===== config.mk =====
export PLATFORM = sky130hd
export DESIGN_NAME = if_axi_rd_flat
export DESIGN_NICKNAME = d
export VERILOG_FILES = /design/src/rtl/if_axi_rd_if.sv /design/src/rtl/if_axi_rd.sv /design/src/flat_wrapper.sv
export SDC_FILE = /design/constraint.sdc
export NUM_CORES = 1
export LEC_CHECK = 0
export BUFFER_PORTS_ARGS = -buffer_cell sky130_fd_sc_hd__buf_2
export CORE_AREA = 8 8 133 135
export DETAILED_ROUTE_END_ITERATION = 16
export DIE_AREA = 0 0 141 143
export MAX_ROUTING_LAYER = met4
export PLACE_DENSITY_LB_ADDON = 0.15
export SLEW_MARGIN = 20
export SYNTH_ARGS = -nofsm -noshare
export SYNTH_HDL_FRONTEND = slang
export SYNTH_SLANG_ARGS = --single-unit

===== constraint.sdc =====
create_clock -name clk -period 6.08 [get_ports clk]
set_input_delay 1.216 -clock clk [delete_from_list [all_inputs] [get_ports clk]]
set_output_delay 1.216 -clock clk [all_outputs]
set_load 0.005 [all_outputs]

===== src/rtl/if_axi_rd_if.sv =====
// AXI4 read-address / read-data channel bundle between the fetch unit and memory.
interface if_axi_rd_if #(
   parameter int unsigned AXI_ID_W = 4
);
   localparam int unsigned ADDR_W = 64;
   localparam int unsigned DATA_W = 64;

   logic                ar_valid_o;
   logic                ar_ready_i;
   logic [ADDR_W-1:0]   ar_addr_o;
   logic [AXI_ID_W-1:0] ar_id_o;
   logic [7:0]          ar_len_o;
   logic [2:0]          ar_size_o;
   logic [1:0]          ar_burst_o;

   logic                r_valid_i;
   logic                r_ready_o;
   logic [DATA_W-1:0]   r_data_i;
   logic [1:0]          r_resp_i;
   logic                r_last_i;
   logic [AXI_ID_W-1:0] r_id_i;

   modport master (
      output ar_valid_o, ar_addr_o, ar_id_o, ar_len_o, ar_size_o, ar_burst_o, r_ready_o,
      input  ar_ready_i, r_valid_i, r_data_i, r_resp_i, r_last_i, r_id_i
   );

   modport slave (
      input  ar_valid_o, ar_addr_o, ar_id_o, ar_len_o, ar_size_o, ar_burst_o, r_ready_o,
      output ar_ready_i, r_valid_i, r_data_i, r_resp_i, r_last_i, r_id_i
   );
endinterface


===== src/rtl/if_axi_rd.sv =====
// Instruction-fetch to AXI4 read bridge: one single-beat read outstanding,
// with kill on flush/redirect and word alignment of the returned beat.
module if_axi_rd #(
   parameter int unsigned AXI_ID_W = 4,
   parameter int unsigned IF_RD_ID = 0
) (
   input  logic        clk,
   input  logic        rst,
   input  logic        if_valid_i,
   input  logic [63:0] if_addr_i,
   input  logic [1:0]  if_size_i,
   input  logic        if_req_i,
   output logic        if_ready_o,
   output logic [63:0] if_data_read_o,
   output logic [1:0]  if_resp_o,
   if_axi_rd_if.master axi
);
   localparam int unsigned ADDR_W = 64;
   localparam int unsigned DATA_W = 64;
   localparam int unsigned HALF_W = DATA_W / 2;

   typedef enum logic [1:0] {IDLE, ADDR, DATA, RESP} state_e;

   state_e              state_q, state_d;
   logic [ADDR_W-1:0]   addr_q, addr_d;
   logic [1:0]          size_q, size_d;
   logic [DATA_W-1:0]   data_q, data_d;
   logic [1:0]          resp_q, resp_d;
   logic                ar_valid_q;
   logic                r_ready_q;
   logic                unused_c;

   // Next-state and captured-data logic
   always_comb begin
      state_d = state_q;
      addr_d  = addr_q;
      size_d  = size_q;
      data_d  = data_q;
      resp_d  = resp_q;
      case (state_q)
         IDLE: begin
            if (if_valid_i && !if_req_i) begin
               addr_d  = if_addr_i;
               size_d  = if_size_i;
               state_d = ADDR;
            end
         end
         ADDR: begin
            if (axi.ar_ready_i) state_d = DATA;
         end
         DATA: begin
            if (axi.r_valid_i) begin
               // A flushed or redirected fetch drops the beat silently
               if (if_valid_i && (if_addr_i == addr_q)) begin
                  state_d = RESP;
                  data_d  = addr_q[2] ? {HALF_W'(0), axi.r_data_i[DATA_W-1:HALF_W]}
                                      : axi.r_data_i;
                  resp_d  = axi.r_resp_i;
               end else begin
                  state_d = IDLE;
               end
            end
         end
         RESP:    state_d = IDLE;
         default: state_d = IDLE;
      endcase
   end

   always_ff @(posedge clk or negedge rst) begin
      if (!rst) begin
         state_q    <= IDLE;
         addr_q     <= '0;
         size_q     <= '0;
         data_q     <= '0;
         resp_q     <= '0;
         ar_valid_q <= 1'b0;
         r_ready_q  <= 1'b0;
      end else begin
         state_q    <= state_d;
         addr_q     <= addr_d;
         size_q     <= size_d;
         data_q     <= data_d;
         resp_q     <= resp_d;
         ar_valid_q <= (state_d == ADDR);
         r_ready_q  <= (state_d == DATA);
      end
   end

   // Completion pulse is withdrawn if the fetch address moved during RESP
   assign if_ready_o     = (state_q == RESP) && (if_addr_i == addr_q);
   assign if_data_read_o = data_q;
   assign if_resp_o      = resp_q;

   assign axi.ar_valid_o = ar_valid_q;
   assign axi.ar_addr_o  = addr_q;
   assign axi.ar_size_o  = {1'b0, size_q};
   assign axi.ar_len_o   = 8'd0;
   assign axi.ar_burst_o = 2'b01;
   assign axi.ar_id_o    = AXI_ID_W'(IF_RD_ID);
   assign axi.r_ready_o  = r_ready_q;

   // Single-beat, single-ID reads: last and ID carry no information
   assign unused_c = ^{axi.r_last_i, axi.r_id_i};
endmodule


===== src/flat_wrapper.sv =====
// flat-port wrapper written by rule: the top's interface ports become plain ports
module if_axi_rd_flat 
#(
   parameter int unsigned AXI_ID_W = 4,
   parameter int unsigned IF_RD_ID = 0
)
  (clk, rst, if_valid_i, if_addr_i, if_size_i, if_req_i, if_ready_o, if_data_read_o, if_resp_o, axi_ar_valid_o, axi_ar_addr_o, axi_ar_id_o, axi_ar_len_o, axi_ar_size_o, axi_ar_burst_o, axi_r_ready_o, axi_ar_ready_i, axi_r_valid_i, axi_r_data_i, axi_r_resp_i, axi_r_last_i, axi_r_id_i);
  if_axi_rd_if #(.AXI_ID_W(AXI_ID_W)) axi_i ();
  input  logic clk;
  input  logic rst;
  input  logic if_valid_i;
  input  logic [63:0] if_addr_i;
  input  logic [1:0] if_size_i;
  input  logic if_req_i;
  output logic if_ready_o;
  output logic [63:0] if_data_read_o;
  output logic [1:0] if_resp_o;
  output wire logic [$bits(axi_i.ar_valid_o)-1:0] axi_ar_valid_o;
  output wire logic [$bits(axi_i.ar_addr_o)-1:0] axi_ar_addr_o;
  output wire logic [$bits(axi_i.ar_id_o)-1:0] axi_ar_id_o;
  output wire logic [$bits(axi_i.ar_len_o)-1:0] axi_ar_len_o;
  output wire logic [$bits(axi_i.ar_size_o)-1:0] axi_ar_size_o;
  output wire logic [$bits(axi_i.ar_burst_o)-1:0] axi_ar_burst_o;
  output wire logic [$bits(axi_i.r_ready_o)-1:0] axi_r_ready_o;
  input wire logic [$bits(axi_i.ar_ready_i)-1:0] axi_ar_ready_i;
  input wire logic [$bits(axi_i.r_valid_i)-1:0] axi_r_valid_i;
  input wire logic [$bits(axi_i.r_data_i)-1:0] axi_r_data_i;
  input wire logic [$bits(axi_i.r_resp_i)-1:0] axi_r_resp_i;
  input wire logic [$bits(axi_i.r_last_i)-1:0] axi_r_last_i;
  input wire logic [$bits(axi_i.r_id_i)-1:0] axi_r_id_i;
  assign axi_ar_valid_o = axi_i.ar_valid_o;
  assign axi_ar_addr_o = axi_i.ar_addr_o;
  assign axi_ar_id_o = axi_i.ar_id_o;
  assign axi_ar_len_o = axi_i.ar_len_o;
  assign axi_ar_size_o = axi_i.ar_size_o;
  assign axi_ar_burst_o = axi_i.ar_burst_o;
  assign axi_r_ready_o = axi_i.r_ready_o;
  assign axi_i.ar_ready_i = axi_ar_ready_i;
  assign axi_i.r_valid_i = axi_r_valid_i;
  assign axi_i.r_data_i = axi_r_data_i;
  assign axi_i.r_resp_i = axi_r_resp_i;
  assign axi_i.r_last_i = axi_r_last_i;
  assign axi_i.r_id_i = axi_r_id_i;
  if_axi_rd #(.AXI_ID_W(AXI_ID_W), .IF_RD_ID(IF_RD_ID)) u_core (.clk(clk), .rst(rst), .if_valid_i(if_valid_i), .if_addr_i(if_addr_i), .if_size_i(if_size_i), .if_req_i(if_req_i), .if_ready_o(if_ready_o), .if_data_read_o(if_data_read_o), .if_resp_o(if_resp_o), .axi(axi_i));
endmodule

Word-level counts from Yosys, hierarchy flattened

Index checks and enable logic that the tools add are counted.

Mux-type cells: 6
Equality and inequality tests: 6
Reductions and logical operators: 7

Operator list:

| kind                 | count |
|---|---|
| $eq A64 B64 Y1       | 1 |
| $mux W64             | 1 |
| $mux W2              | 4 |
| $pmux W2 S4          | 1 |
| $eq A2 B2 Y1 const B | 3 |
| $eq A2 B1 Y1 const B | 2 |
| $logic_and A1 B1 Y1  | 3 |
| $reduce_and A3 Y1    | 1 |
| $logic_not A2 Y1     | 1 |
| $reduce_and A2 Y1    | 1 |
| $logic_not A1 Y1     | 1 |

Bits of input ports: 143
Output and inout port bits: 150
Flip-flop bits (word level): 136
Logic and storage cells: 26

Longest topological paths before layout

Gate-level depths: netlist of run 1.

Depth after elaboration: 6
Depth in mapped cells: 8
Gate-level depth less buffers: 6

Worst setup path before layout of run 1

Ideal clock, no wire load.

Kind: input port to output port
From: input port if_addr_i[12]
To: output port if_ready_o
Arrival time: 2257 ps
Path buffers: 0
Data required time: 4864 ps
Stages on the path: 5
Path slack: 2607 ps
Cell sequence: xor2_1 -> nor4_1 -> nand4_1 -> nor4_2 -> and3_1

Word-level cells in the longest chain between the ends: 2

Ends and longest elaborated chain:

| item                | RTL line           | text |
|---|---|---|
| start: declaration  | flat_wrapper.sv:12 | `input logic [63:0] if_addr_i;` |
| $eq A64 B64 Y1      | if_axi_rd.sv:90    | `assign if_ready_o = (state_q == RESP) && (if_addr_i == addr_q);` |
| $logic_and A1 B1 Y1 | if_axi_rd.sv:90    |  |
| end: declaration    | flat_wrapper.sv:15 | `output logic if_ready_o;` |

Every way passes these cells.

Worst setup path after layout of run 1

From: input port if_addr_i[6]
To: output port if_ready_o

Same word-level chain as after synthesis.

==> results of run 1 <==
power by group through the flow:
stage / Combinational [uW] / Sequential, uW / Clock [uW]
global placement: 776 / 1220 / 0
global route: 859 / 1240 / 1200
floorplan: 438 / 1240 / 0
CTS: 797 / 1220 / 1160
detailed placement: 793 / 1230 / 0
finish: 775 / 1210 / 1130
final cells by class:
type | count | area [um^2]
diodes | 6 | 15.0
clock buffers | 17 | 425
clock inverters | 15 | 225
fillers | 1337 | 6860
inverters | 2 | 7.51
multi-input cells | 307 | 2980
flip-flops and latches | 136 | 3400
well taps | 216 | 270
repair buffers | 277 | 1410
worst paths after layout:
| kind | to | depth (start not counted) | from |
|---|---|---|---|
| max | if_ready_o | 7 | if_addr_i[6] |
| min | u_core.if_data_read_o[60] | 1 | u_core.if_data_read_o[60] |
| max reg2reg | u_core.if_data_read_o[41] | 8 | u_core.axi.ar_addr_o[2] |
| min reg2reg | u_core.if_data_read_o[60] | 1 | u_core.if_data_read_o[60] |
| max in group asynchronous | u_core.if_data_read_o[60] | 2 | rst |
| min in group asynchronous | u_core.axi.ar_addr_o[41] | 1 | rst |
through the flow:
stage / total power, uW / setup WS [ns] / util, %
3_5_place_dp: 2020 / 1.84 / 51.7
2_1_floorplan: 1670 / 2.61 / -
5_1_grt: 3300 / 1.68 / 56.0
6_report: 3120 / 1.89 / 56.0
4_1_cts: 3170 / 1.84 / 55.9
3_3_place_gp: 1990 / 1.87 / 51.7
placed cells by master (no fill, tap or decap), drive strengths merged, types with 3 or more instances in the layout:
cell	Yosys	routed
nor2b	33	33
nand4	5	5
xor2	64	64
clkinvlp	0	4
conb	2	15
buf	26	277
clkinv	0	4
dfrtp	136	136
mux2	164	164
inv	2	4
clkbuf	10	17
bufinv	0	5
diode	0	6
nand2b	3	3
nor4	17	17
logic make-up after synthesis:
logic type / synth area share [%]
mux: 29.8
flops: 51.9
simple gates: 5.93
buf+inv: 3.43
other cells: 0.115
xor+xnor: 8.55
compound gates: 0.248
sequential cells by signal, indices dropped and copies added (netlist names):
name,flops
u_core.axi.ar_addr_o,64
u_core.axi.ar_valid_o,1
u_core.axi.r_ready_o,1
u_core.if_data_read_o,64
u_core.if_resp_o,2
u_core.size_q,2
u_core.state_q,2
metal layers:
metal,track usage [%],routed length [um],up-vias
li1,-,-,2155
met1,20.3,7190,2215
met2,28.9,8500,190
met3,7.48,1620,21
met4,7.35,248,0
met5,-,0,-
==> flow_summary_export.csv, run 1 <==
group,metric,value,unit
timing,fin_crit_sh,68.8,%
setup_path,reg2reg_slack,2.98,ns
timing,hold_viol_final,0,
yosys,seq_area_frac_synth,51.9,%
cells_and_area,final_cells,976,
timing,setup_viol,0,
place,place_area,8070,um^2
route,vias,4581,
cts,clkSlewWorstSetupHoldPaths,0.05,ns
floorplan,die_x,141,um
cts,ctsResizeCount,0,
cts,cts-root-buf,"clkbuf_16",
power_and_ir_drop,clockPowerShare,36.3,%
min_path,hold_class,"flop to flop",
global_route,grt_overflow,0,
route,routed_wl,17500,um
power_and_ir_drop,peakVddDrop,0.177,mV
timing,rsz0062_at_grt,"false",
yosys,synth_top_area_share,51.9,%
yosys,synth_edf_count,0,
yosys,ys_top_cells_by_count,"136 x dfrtp_1, 135 x mux2_2, 64 x xor2_1",
yosys,yosysMostFrequentCell,"dfrtp_1",
global_route,antenna_found_initial,6,
floorplan,die_h,143,um
floorplan,design.die.area,20200,um^2
yosys,yosys_warnings,0,
status,status,"finished clean",
yosys,async_flop_share,100,%
setup_path,path_class,"primary input to output port",
setup_path,cp.arrival,2.97,ns
cts,hold_buffers,0,
setup_path,crit_path_end_kind,"output port",
setup_path,startpoint_type,"primary input",
timing,slew-limit-headroom,42.5,%
power_and_ir_drop,p_leak,0.00459,uW
setup_path,path_max_fanout,3,
global_route,grt_usage,18.3,%
place,hpwl,13400,um
place,dp.cells,938,
cts,htree_levels,4,
setup_path,cp_cell_sequence,"buf_2 > xor2_1 > nor4_1 > nand4_1 > nor4_2 > and3_1 > buf_2",
timing,min_period,4.19,ns
timing,finalSetupTns,0,ns
yosys,ys_seq_elements,136,
place,port_buffers,272,
route,wire_per_inst,18.0,um
power_and_ir_drop,swShare,28.5,%
cells_and_area,synthToLayoutAreaGrowth,33.2,%
yosys,synthTopCellsByArea,"dfrtp_1 52%, mux2_2 23%, xor2_1 8.5%, mux2_4 6.6%, nor2b_1 3.1%",
floorplan,start_util,42.0,%
route,drc,0,
yosys,syn_inst,468,
global_route,grt_max_degree,75,
place,routabilityCongestion,0.812,
power_and_ir_drop,seqPwrFrac,38.9,%
route,drtPass1Iterations,4,
cts,clkLatencyLatePin,0.42,ns
global_route,grt_pass1_vias,5225,
cells_and_area,final_layout_size_suffix_gt1_share,63.1,%
yosys,avgSynthCellArea,14.0,um^2
floorplan,core,15600,um^2
yosys,synth_cell_types,21,
flow_run,timing.max_cap.violations,0,
cells_and_area,fin_nets,884,
cts,cts_made_buffers,17,
timing,final_max_slew_viol_count,0,
power_and_ir_drop,power_frac_comb,24.8,%
setup_path,critPathMaxStageDelay,0.59,ns
setup_path,slowest_stage,"nor4_1",
cts,clock_path_buffers,2,
cts,cts_tree,"done",
setup_path,crit_required,4.86,ns
route,viasPerCell,4.69,
cts,cts.sinks,136,
power_and_ir_drop,switching_power,890,uW
yosys,ys.flop_type,"dfrtp_1",
timing,clock.fmax,239,MHz
cells_and_area,final_area,8740,um^2
floorplan,io_pins,293,
yosys,synth_largest_area_cell,"dfrtp_1",
setup_path,crit_buf_inv,2,
setup_path,cpMostUsedCell,"buf_2",
setup_path,cpLargestDelayFamily,"simple AND/OR/NAND/NOR gates",
power_and_ir_drop,powerDensity,357,nW/um^2
route,ant_nets,0,
timing,skew,0.0119,ns
yosys,synth_area,6560,um^2
timing,tightest_slew,0.862,ns
route,first_iter_violations,175,
power_and_ir_drop,p_int,2230,uW
cts,cts_setup_buffers,0,
floorplan,row_count,46,
global_route,grt_pass1_wl,27600,um
timing,hold_slack,0.497,ns
Power figures use the tool's default switching activity.
==> inputs of run 2 (changes only) <==
==> constraint.sdc (replaced) <==
create_clock -name clk -period 4.2 [get_ports clk]
set_input_delay 0.84 -clock clk [delete_from_list [all_inputs] [get_ports clk]]
set_output_delay 0.84 -clock clk [all_outputs]
set_load 0.005 [all_outputs]
==> flow_summary_export.csv, run 2 (same netlist as run 1, synthesis figures left out) <==
group,metric,value,unit
timing,rsz0062_at_grt,"false",
global_route,grt_overflow,0,
power_and_ir_drop,p_int,3060,uW
cts,cts_tree,"done",
place,hpwl,13600,um
route,m1WireLength,7310,um
setup_path,cp.arrival,2.62,ns
timing,fin_crit_sh,82.3,%
floorplan,row_count,46,
cts,cts-root-buf,"clkbuf_16",
power_and_ir_drop,seqPwrFrac,41.3,%
cts,clock_path_buffers,2,
timing,finalSetupTns,0,ns
timing,skew,0.00835,ns
global_route,grt_pass1_vias,5138,
cts,clkSlewWorstSetupHoldPaths,0.05,ns
setup_path,startpoint_type,"primary input",
power_and_ir_drop,power_frac_comb,26.2,%
timing,setup_viol,0,
place,routabilityCongestion,0.813,
setup_path,crit_required,3.36,ns
cts,hold_buffers,0,
floorplan,start_util,42.0,%
route,vias,4594,
route,drtPass1Iterations,4,
cells_and_area,synthToLayoutAreaGrowth,31.7,%
floorplan,io_pins,293,
cells_and_area,fin_nets,885,
floorplan,core,15600,um^2
timing,hold_viol_final,0,
place,place_area,8080,um^2
timing,slew-limit-headroom,32.2,%
cts,cts_setup_buffers,0,
global_route,grt_pass1_wl,27200,um
global_route,antenna_found_initial,4,
route,ant_nets,0,
cts,clkLatencyLatePin,0.41,ns
power_and_ir_drop,p_leak,0.00456,uW
global_route,grt_max_degree,83,
timing,tightest_slew,1.02,ns
cts,cts.sinks,136,
power_and_ir_drop,peakVddDrop,0.253,mV
timing,final_max_slew_viol_count,0,
cts,htree_levels,4,
flow_run,timing.max_cap.violations,0,
route,wire_per_inst,18.1,um
place,port_buffers,272,
power_and_ir_drop,clockPowerShare,32.5,%
route,viasPerCell,4.73,
setup_path,crit_path_end_kind,"output port",
cts,ctsResizeCount,0,
timing,clock.fmax,289,MHz
timing,min_period,3.46,ns
route,dr_wl_met3,1600,um
cells_and_area,final_cell_mix,"271 x buf_2, 135 x mux2_2, 135 x dfrtp_1",
route,drc,0,
cts,cts_made_buffers,17,
floorplan,die_x,141,um
route,routed_wl,17600,um
power_and_ir_drop,swShare,28.4,%
min_path,hold_class,"primary input to async pin",
route,first_iter_violations,164,
cells_and_area,final_layout_size_suffix_gt1_share,62.5,%
floorplan,die_h,143,um
route,wl_met2,8470,um
route,topRoutingLayerUsed,"met4",
status,status,"finished clean",
timing,hold_slack,0.469,ns
power_and_ir_drop,switching_power,1220,uW
power_and_ir_drop,powerDensity,495,nW/um^2
global_route,grt_usage,17.9,%
cells_and_area,final_common_cell,"buf_2",
floorplan,design.die.area,20200,um^2
setup_path,path_class,"primary input to output port",
cells_and_area,final_area,8640,um^2
setup_path,path_max_fanout,3,
## run 2: cell types whose count changed in the layout (fill, tap and decap cells not counted), sizes merged
| cell | change |
|---|---|
| buf | +1 |
| bufinv | -4 |
| clkbuf | +9 |
| clkinv | -2 |
| clkinvlp | -4 |
| diode | -2 |
| inv | -2 |
## run 2: layout make-up
type | instances | area [um^2]
diodes | 4 | 10.0
clock buffers | 26 | 509
clock inverters | 3 | 40.0
fillers | 1348 | 6960
inverters | 2 | 7.51
multi-input cells | 307 | 2980
flip-flops and latches | 136 | 3400
well taps | 216 | 270
repair buffers | 278 | 1410
## run 2: power groups by stage
stage          logic, uW  clock network (uW)  registers [uW]
6_report            1120                1390            1770
5_1_grt             1240                1490            1800
4_1_cts             1150                1430            1770
3_5_place_dp        1150                   0            1790
3_3_place_gp        1120                   0            1770
2_1_floorplan        634                   0            1790
## run 2: path summary, 6_finish.rpt
check,from,slack (ns),cells after the start,end
worst min-delay path,rst,0.47,1,u_core.axi.ar_addr_o[38]
max in group asynchronous,rst,2.80,2,u_core.if_data_read_o[58]
worst max-delay path,if_addr_i[6],0.74,8,if_ready_o
min in group clk,u_core.if_data_read_o[51],0.50,1,u_core.if_data_read_o[51]
worst max register to register,u_core.axi.ar_addr_o[6],1.30,8,u_core.if_data_read_o[38]
worst min register to register,u_core.if_data_read_o[51],0.50,1,u_core.if_data_read_o[51]
## run 2: layer usage
| layer | track usage, % | vias to the layer above |
|---|---|---|
| met5 | - | - |
| met4 | 6.17 | 0 |
| met3 | 7.45 | 17 |
| met1 | 19.9 | 2241 |
| li1 | - | 2149 |
| met2 | 28.7 | 187 |
## run 2: through the flow
stage / worst slack, ns / util, % / power (uW) / cells
after floorplan: 1.48 / - / 2420 / 481
after global placement: 0.604 / 51.8 / 2890 / 939
after detailed placement: 0.623 / 51.8 / 2930 / 939
after CTS: 0.615 / 55.3 / 4350 / 968
after global routing: 0.499 / 55.4 / 4530 / 972
final: 0.744 / 55.4 / 4280 / 972
## run 2: critical path, stage by stage
cell and delay, ns:
buf_2 0.11, xor2_1 0.13, nor4_1 0.54, buf_4 0.20
nand4_1 0.11, nor4_2 0.33, and3_1 0.21, buf_2 0.13
==> inputs of run 3 (changes only) <==
--- a/config.mk
+++ b/config.mk
@@ -5,10 +5,11 @@
 export SDC_FILE = /design/constraint.sdc
 export NUM_CORES = 1
 export LEC_CHECK = 0
+export ABC_AREA = 1
 export BUFFER_PORTS_ARGS = -buffer_cell sky130_fd_sc_hd__buf_2
-export CORE_AREA = 8 8 133 135
+export CORE_AREA = 8 8 134 136
 export DETAILED_ROUTE_END_ITERATION = 16
-export DIE_AREA = 0 0 141 143
+export DIE_AREA = 0 0 142 144
 export MAX_ROUTING_LAYER = met4
 export PLACE_DENSITY_LB_ADDON = 0.15
 export SLEW_MARGIN = 20
==> constraint.sdc (replaced) <==
create_clock -name clk -period 2.94 [get_ports clk]
set_input_delay 0.588 -clock clk [delete_from_list [all_inputs] [get_ports clk]]
set_output_delay 0.588 -clock clk [all_outputs]
set_load 0.005 [all_outputs]
==> flow_summary_export.csv, run 3 <==
group,metric,value,unit
status,status,"finished clean",
cts,ctsResizeCount,0,
route,ant_nets,0,
setup_path,cp.arrival,2.03,ns
global_route,grt_pass1_wl,28300,um
cts,cts-root-buf,"clkbuf_16",
timing,hold_slack,0.0893,ns
cts,cts.sinks,136,
place,dp.cells,1239,
yosys,synthTopCellsByArea,"dfrtp_1 51%, nand2_1 15%, mux2_2 5.2%, mux2i_1 4.8%, o21ai_1 4.7%",
timing,skew,0.00900,ns
setup_path,critPathMaxStageDelay,0.40,ns
cells_and_area,final_cell_mix,"271 x buf_2, 266 x nand2_1, 135 x dfrtp_1",
yosys,async_flop_share,100,%
route,wire_per_inst,14.2,um
power_and_ir_drop,power_frac_comb,31.6,%
yosys,avgSynthCellArea,8.61,um^2
global_route,grt_usage,18.2,%
floorplan,die_h,144,um
timing,tightest_slew,0.603,ns
cells_and_area,final_layout_size_suffix_gt1_share,33.3,%
cts,htree_levels,4,
timing,clock.fmax,382,MHz
flow_run,timing.max_cap.violations,0,
setup_path,crit_path_end_kind,"output port",
floorplan,io_pins,293,
min_path,hold_class,"primary input to async pin",
global_route,grt_max_degree,134,
setup_path,cp_cell_sequence,"inv_1 > nand2_1 > nand2_1 > nor2_1 > nand2_1 > nor2_1 > nand2_1 > nor2_1 > nand2_1 > nor3_1 > buf_2",
yosys,ys.flop_type,"dfrtp_1",
setup_path,path_class,"flop to output port",
route,routed_wl,18100,um
timing,finalSetupTns,0,ns
power_and_ir_drop,switching_power,2410,uW
route,vias,5634,
floorplan,core,16100,um^2
power_and_ir_drop,powerDensity,821,nW/um^2
power_and_ir_drop,p_total,7210,uW
yosys,syn_inst,774,
power_and_ir_drop,p_int,4800,uW
cells_and_area,fillers,1553,
global_route,grt_pass1_vias,5659,
cts,clkSlewWorstSetupHoldPaths,0.06,ns
cts,clock_path_buffers,2,
cts,hold_buffers,0,
timing,rsz0062_at_grt,"false",
global_route,antenna_found_initial,3,
route,first_iter_violations,216,
cells_and_area,multi_input_area,2730,um^2
setup_path,slowest_stage,"dfrtp_1",
route,viasPerCell,4.42,
timing,final_max_slew_viol_count,0,
power_and_ir_drop,peakVddDrop,0.456,mV
power_and_ir_drop,swShare,33.5,%
yosys,seq_area_frac_synth,51.1,%
cts,cts_made_buffers,17,
timing,fin_crit_sh,89.1,%
yosys,synth_largest_area_cell,"dfrtp_1",
place,port_buffers,272,
yosys,synth_cell_types,24,
floorplan,row_count,47,
cells_and_area,final_common_cell,"buf_2",
setup_path,cpMostUsedCell,"nand2_1",
cells_and_area,fin_nets,1181,
floorplan,die_x,142,um
route,drc,0,
setup_path,startpoint_type,"flop",
global_route,grt_overflow,0,
timing,setup_viol,0,
floorplan,design.die.area,20400,um^2
yosys,yosysMostFrequentCell,"nand2_1",
setup_path,crit_buf_inv,2,
yosys,synth_edf_count,0,
power_and_ir_drop,clockPowerShare,30.0,%
cells_and_area,finalCoreUtilization,54.7,%
floorplan,start_util,41.5,%
timing,hold_viol_final,0,
cts,cts_setup_buffers,0,
cts,cts_tree,"done",
cells_and_area,final_cells,1274,
place,routabilityCongestion,0.788,
yosys,synth_top_area_share,51.1,%
route,drtPass1Iterations,4,
yosys,ys_seq_elements,136,
setup_path,path_max_fanout,4,
yosys,yosys_warnings,0,
timing,slew-limit-headroom,59.8,%
setup_path,cpLargestDelayFamily,"simple AND/OR/NAND/NOR gates",
yosys,ys_top_cells_by_count,"266 x nand2_1, 136 x dfrtp_1, 77 x inv_1",
setup_path,crit_required,2.35,ns
yosys,synth_area,6660,um^2
place,hpwl,13500,um
cts,clkLatencyLatePin,0.42,ns
timing,min_period,2.62,ns
cells_and_area,synthToLayoutAreaGrowth,31.9,%
cells_and_area,regArea,3400,um^2
power_and_ir_drop,p_leak,0.00494,uW
power_and_ir_drop,seqPwrFrac,38.3,%
-- run 3: kinds of logic (layout without fill, tap and decap cells) --
group	Yosys count	after routing	synth area share, %
compound gates	102	102	7.89
xor+xnor	29	29	3.81
other cells	2	18	0.113
mux	63	63	10.0
flops	136	136	51.1
buf+inv	125	389	8.90
simple gates	317	317	18.2
-- run 3: power by group through the flow --
stage,clock network [uW],registers (uW),logic (uW)
finish,2170,2760,2280
global route,2300,2850,2620
CTS,2220,2760,2340
detailed placement,0,2790,2330
global placement,0,2770,2300
floorplan,0,2790,1350
-- run 3: cell type report --
type                       count  area share (%)
clock inverter                10            1.34
clock buffer                  22            5.62
inverter                      78            3.33
tap                          220            3.13
sequential                   136            38.7
antenna                        3          0.0854
multi-input combinational    526            31.0
timing repair buffer         279            16.7
-- run 3: final timing paths --
check	start	to	slack (ns)	cells after the start
max	u_core.axi.ar_addr_o[35]	if_ready_o	0.32	11
min	rst	u_core.axi.ar_addr_o[26]	0.09	1
max reg2reg	u_core.axi.ar_addr_o[35]	u_core.if_data_read_o[49]	0.88	12
min reg2reg	u_core.if_data_read_o[52]	u_core.if_data_read_o[52]	0.48	2
max in group asynchronous	rst	u_core.if_data_read_o[54]	2.24	2
min in group clk	if_size_i[1]	u_core.size_q[1]	0.40	2
-- run 3: metrics by stage --
stage          instance area, um^2  setup slack, ns
2_1_floorplan                 6710            0.967
3_3_place_gp                  8170            0.450
3_5_place_dp                  8170            0.433
4_1_cts                       8780            0.249
5_1_grt                       8790           0.0805
6_report                      8790            0.321
-- run 3: layer usage --
layer,track usage [%],vias up,share of wire (%)
li1,-,2928,-
met1,21.8,2504,43
met2,28.1,176,47
met3,5.88,26,7.3
met4,7.35,0,2.2
met5,-,-,0
-- run 3: worst reg2reg max path, cell delays in order, from the launching register on --
cell and delay, ns:
dfrtp_1 0.40, inv_1 0.06, nand2_1 0.05, nand2_1 0.05, nor2_1 0.11, nand2_1 0.08, nor2_1 0.10, nand2_1 0.06
nor2_1 0.31, nand4_4 0.15, buf_12 0.25, nand2_1 0.24, o21ai_2 0.06
